--- config.mk ---
export PLATFORM = sky130hd
export DESIGN_NAME = serial_sub5
export DESIGN_NICKNAME = d
export VERILOG_FILES = /design/src/rtl/serial_sub5.sv
export SDC_FILE = /design/constraint.sdc
export NUM_CORES = 1
export LEC_CHECK = 0
export ABC_AREA = 1
export CORE_MARGIN = 4
export CORE_UTILIZATION = 51
export DETAILED_ROUTE_END_ITERATION = 16
export GPL_ROUTABILITY_DRIVEN = 1
export PLACE_DENSITY = 0.77
export SETUP_SLACK_MARGIN = 0.1
export SKIP_LAST_GASP = 1
export SYNTH_ARGS = -nofsm -noshare
export SYNTH_HDL_FRONTEND = slang
export SYNTH_SLANG_ARGS = --single-unit
--- constraint.sdc ---
create_clock -name clk -period 1.64 [get_ports clk]
set_clock_uncertainty 0.2 [all_clocks]
set_input_delay 0.328 -clock clk [delete_from_list [all_inputs] [get_ports clk]]
set_output_delay 0.328 -clock clk [all_outputs]
set_load 0.05 [all_outputs]
--- src/rtl/serial_sub5.sv ---
// Bit-serial subtractor: diff = a - b - bin, one bit per clock, LSB first, with a start/busy/done handshake.
// Optional macro SERIAL_SUB_OVF_EN adds the two's-complement overflow output ovf.
`timescale 1ns/1ps
module serial_sub5 #(
  parameter int WIDTH = 5
) (
  input  logic             clk,
  input  logic             rst,
  input  logic             start,
  input  logic [WIDTH-1:0] a,
  input  logic [WIDTH-1:0] b,
  input  logic             bin,
  output logic             busy,
  output logic             done,
  output logic [WIDTH-1:0] diff,
  output logic             bout
`ifdef SERIAL_SUB_OVF_EN
  ,
  output logic             ovf
`endif
);

  localparam int CW = (WIDTH > 1) ? $clog2(WIDTH) : 1;

  typedef enum logic [1:0] {
    S_IDLE = 2'd0,
    S_RUN  = 2'd1,
    S_DONE = 2'd2
  } state_t;

  state_t           state_q, state_d;
  logic [WIDTH-1:0] a_q, a_d, b_q, b_d;
  logic             borrow_q, borrow_d;
  logic [CW-1:0]    cnt_q, cnt_d;
  logic [WIDTH-2:0] res_q, res_d;
  logic [WIDTH-1:0] diff_q, diff_d;
  logic             bout_q, bout_d;
  logic             busy_q, busy_d;
  logic             done_q, done_d;
  logic             d_bit_s;
  logic             borrow_nxt_s;
`ifdef SERIAL_SUB_OVF_EN
  logic             ovf_q, ovf_d;
`endif

  // One full-subtractor cell operating on the current LSBs.
  assign d_bit_s      = a_q[0] ^ b_q[0] ^ borrow_q;
  assign borrow_nxt_s = (~a_q[0] & b_q[0]) | (~(a_q[0] ^ b_q[0]) & borrow_q);

  // Next-state and datapath update.
  always_comb begin
    state_d  = state_q;
    a_d      = a_q;
    b_d      = b_q;
    borrow_d = borrow_q;
    cnt_d    = cnt_q;
    res_d    = res_q;
    diff_d   = diff_q;
    bout_d   = bout_q;
    busy_d   = 1'b0;
    done_d   = 1'b0;
`ifdef SERIAL_SUB_OVF_EN
    ovf_d    = ovf_q;
`endif
    case (state_q)
      S_IDLE: begin
        if (start) begin
          a_d      = a;
          b_d      = b;
          borrow_d = bin;
          cnt_d    = {CW{1'b0}};
          res_d    = {(WIDTH-1){1'b0}};
          busy_d   = 1'b1;
          state_d  = S_RUN;
        end else begin
          state_d  = S_IDLE;
        end
      end
      S_RUN: begin
        a_d      = a_q >> 1;
        b_d      = b_q >> 1;
        borrow_d = borrow_nxt_s;
        cnt_d    = cnt_q + CW'(1);
        // Keep only the WIDTH-1 most recent bits; the final bit goes straight to diff.
        res_d    = (WIDTH-1)'({d_bit_s, res_q} >> 1);
        if (cnt_q == CW'(WIDTH - 1)) begin
          diff_d  = {d_bit_s, res_q};
          bout_d  = borrow_nxt_s;
`ifdef SERIAL_SUB_OVF_EN
          ovf_d   = borrow_q ^ borrow_nxt_s;
`endif
          done_d  = 1'b1;
          state_d = S_DONE;
        end else begin
          busy_d  = 1'b1;
        end
      end
      S_DONE: begin
        if (start) begin
          a_d      = a;
          b_d      = b;
          borrow_d = bin;
          cnt_d    = {CW{1'b0}};
          res_d    = {(WIDTH-1){1'b0}};
          busy_d   = 1'b1;
          state_d  = S_RUN;
        end else begin
          state_d  = S_IDLE;
        end
      end
      default: begin
        state_d = S_IDLE;
      end
    endcase
  end

  // State and datapath registers.
  always_ff @(posedge clk or posedge rst) begin
    if (rst) begin
      state_q  <= S_IDLE;
      a_q      <= {WIDTH{1'b0}};
      b_q      <= {WIDTH{1'b0}};
      borrow_q <= 1'b0;
      cnt_q    <= {CW{1'b0}};
      res_q    <= {(WIDTH-1){1'b0}};
      diff_q   <= {WIDTH{1'b0}};
      bout_q   <= 1'b0;
      busy_q   <= 1'b0;
      done_q   <= 1'b0;
`ifdef SERIAL_SUB_OVF_EN
      ovf_q    <= 1'b0;
`endif
    end else begin
      state_q  <= state_d;
      a_q      <= a_d;
      b_q      <= b_d;
      borrow_q <= borrow_d;
      cnt_q    <= cnt_d;
      res_q    <= res_d;
      diff_q   <= diff_d;
      bout_q   <= bout_d;
      busy_q   <= busy_d;
      done_q   <= done_d;
`ifdef SERIAL_SUB_OVF_EN
      ovf_q    <= ovf_d;
`endif
    end
  end

  assign busy = busy_q;
  assign done = done_q;
  assign diff = diff_q;
  assign bout = bout_q;
`ifdef SERIAL_SUB_OVF_EN
  assign ovf  = ovf_q;
`endif

endmodule

==> PnR_summary.wiki <==
{| class="wikitable"
! Metric !! Value
|-
| Clock input transition at the sequential cells of the worst setup and hold paths || 140 ps
|-
| Start of the worst register-to-register path || a_q[0]
|-
| Post-route cell area || 1700 um^2
|-
| Share of synthesized area occupied by flip-flops and latches || 53.2%
|-
| CP bufs+invs || 1
|-
| Number of nets in the finished design || 204
|-
| Total clock buffers created by CTS || 3
|-
| Initial standard-cell utilization of the core || 53.1%
|-
| Number of hold-slack violations in the final timing report || 0
|-
| Routability Congestion || 0.799
|-
| Insertion delay to the later sink of the worst-skew pair || 320 ps
|-
| Routed vias/inst || 5.06
|-
| Final cell utilization of the core || 68.5%
|-
| Instance count on the critical path || 1
|-
| CTS sink cnt || 28
|-
| Clock tree buffer depth || 2
|-
| WL/cell || 11.5 um
|-
| Gate count of the mapped netlist || 161
|-
| IR Drop Worst-Case VDD || 1300 uV
|-
| Setup violators final || 0
|-
| Overall power after layout || 3.42 mW
|-
| Root Driver || clkbuf_4
|-
| Standard cell core area || 2480 um^2
|-
| Launch point of the worst path || diff[1]
|-
| Worst path arrival time || 930 ps
|-
| Die X-Extent || 58.8 um
|-
| RSZ-0062 raised after global routing || no
|-
| Fin crit period || 1450 ps
|-
| End point of the critical path || diff[1]
|-
| Worst R2R End || diff[4]
|-
| Wirelength, routed || 2.49 mm
|-
| Type of the worst min-delay path || primary input to async pin
|-
| Power Density || 2010 nW/um^2
|-
| Yosys reg bits || 28
|-
| Peak fanout along the critical path || 2
|-
| Endpoint class of the critical path || output pin
|-
| Largest net degree at the start of global routing || 29
|-
| Startpoint type of the worst setup path || flop
|-
| Achievable Freq || 687 MHz
|-
| Diodes inserted || 0
|-
| DRC || 0
|-
| Total cell area at the placement stage || 1660 um^2
|-
| Path type of the worst setup path || flop to output pin
|-
| Syn nets || 178
|-
| Total standard cell area after synthesis || 1320 um^2
|-
| Critical-path cell with the highest stage delay || dfrtp_1
|-
| Number of standard cells in the layout, taps in and fillers out || 216
|-
| Final Worst Setup Slack || 185 ps
|-
| Initial antenna violation count || 0
|-
| Required time reported for the critical path endpoint || 1110 ps
|-
| Most frequent cells in the layout || nand2_1 (78), dfrtp_1 (28), nand3_1 (25), clkdlybuf4s50_1 (13), inv_1 (11)
|-
| Static leakage || 0.942 nW
|-
| TritonCTS clock tree || yes
|-
| Post-synthesis to final-layout area growth || 29.0%
|-
| CTS HTree Levels || 1
|-
| Number of nets with antenna violations after detailed routing || 0
|-
| Worst reg-to-reg path cell count || 3
|-
| Placement Rows || 18
|-
| First-pass GRT wire length || 4.42 mm
|-
| Post-DP HPWL || 1.87 mm
|-
| Worst-case hold slack || 117 ps
|-
| Resize count post-CTS || 0
|-
| Number of I/O port buffers || 21
|-
| Number of I/O pins || 22
|-
| Largest delay contributor family on the critical path || flip-flops
|-
| Slew at the pin closest to its max-slew limit || 237 ps
|-
| Number of DRC markers after the initial detailed-route iteration || 24
|-
| Minimum setup slack among reg-to-reg paths || 230 ps
|-
| Slowest Stage Delay on Critical Path || 440 ps
|-
| Result of the run || finished clean
|-
| Share of cells above drive strength 1 || 14.0%
|-
| Die extent in y || 58.8 um
|-
| Avg Inst Size Synth || 8.18 um^2
|-
| Detailed-route via count || 1,092
|-
| Buffers inserted during post-CTS setup optimization || 0
|-
| Distinct cell type count of the synthesized netlist || 13
|-
| Max-slew headroom || 84.2%
|-
| Detailed-routing iteration count for the pre-antenna-repair pass || 4
|-
| Number of maximum-capacitance violations || 0
|-
| Synth warn || 0
|-
| Via count of the first global-routing pass || 1,016
|-
| Final worst path period share || 88.7%
|-
| Residual overflow from global routing || 0
|-
| Post-placement worst setup slack || 91.0 ps
|-
| Total placed cells including tap cells || 212
|-
| Number of hold buffers added after cts || 0
|-
| Critical-path cell list || buf_12
|-
| Sum of negative setup slack || 0 ps
|-
| Global-route total usage across every layer || 16.5%
|-
| Most frequent standard cell in the layout excluding fill and tap cells || nand2_1
|-
| Area of the die || 3460 um^2
|-
| Max-slew violations || 0
|}
cells in the mapped netlist (all sizes together):
| master | n | area [um^2] |
|---|---|---|
| nand3 | 25 | 125 |
| ha | 2 | 25.0 |
| inv | 14 | 52.6 |
| dfrtp | 28 | 701 |
| nor2 | 1 | 6.26 |
| buf | 7 | 60.1 |
| o21ai | 2 | 10.0 |
| nand2 | 81 | 317 |
| fa | 1 | 20.0 |
state kept, by name, indices dropped and copies added, names as in the netlist:
name	flops
done	1
a_q	5
busy	1
res_q	4
b_q	5
bout	1
diff	5
cnt_q	3
state_q	2
borrow_q	1
report_power, final:
group	switching, mW	internal [mW]
combinational	1.08	0.778
sequential	0.238	0.996
clock	0.193	0.136
total	1.51	1.91
how the worst min path moves through the flow:
stage | from | endpoint | slack (ps) | depth (start not counted)
3_5_place_dp | res_q[0] | res_q[0] | 300 | 2
6_report | rst | res_q[3] | 120 | 3
2_1_floorplan | rst | a_q[0] | 190 | 1
4_1_cts | rst | done | 120 | 3
5_1_grt | rst | done | 140 | 3
3_3_place_gp | res_q[0] | res_q[0] | 290 | 2
layer usage:
metal  global-route usage (%)  wire [um]  share of wire (%)  vias up
met4                     6.80         42                1.7        0
met2                     27.1       1210                 48       33
met1                     21.8       1090                 44      507
met5                        0          0                  0        -
li1                         -          -                  -      546
met3                     2.41        147                5.9        6
cell type report:
cell class / instances / area [um^2]
Multi-Input combinational cell: 112 / 503
Clock buffer: 4 / 36.3
Fill cell: 195 / 779
Timing Repair Buffer: 28 / 368
Inverter: 14 / 52.6
Sequential cell: 28 / 701
Tap cell: 30 / 37.5
kinds of logic (layout without fill, tap and decap cells):
kind of cell	Yosys count	in the layout	synth area share, %
flops	28	28	53.2
fa+ha+maj	3	3	3.42
simple gates	107	107	34.0
buf+inv	21	46	8.56
compound gates	2	2	0.760
(Power assumes the default switching activity.)
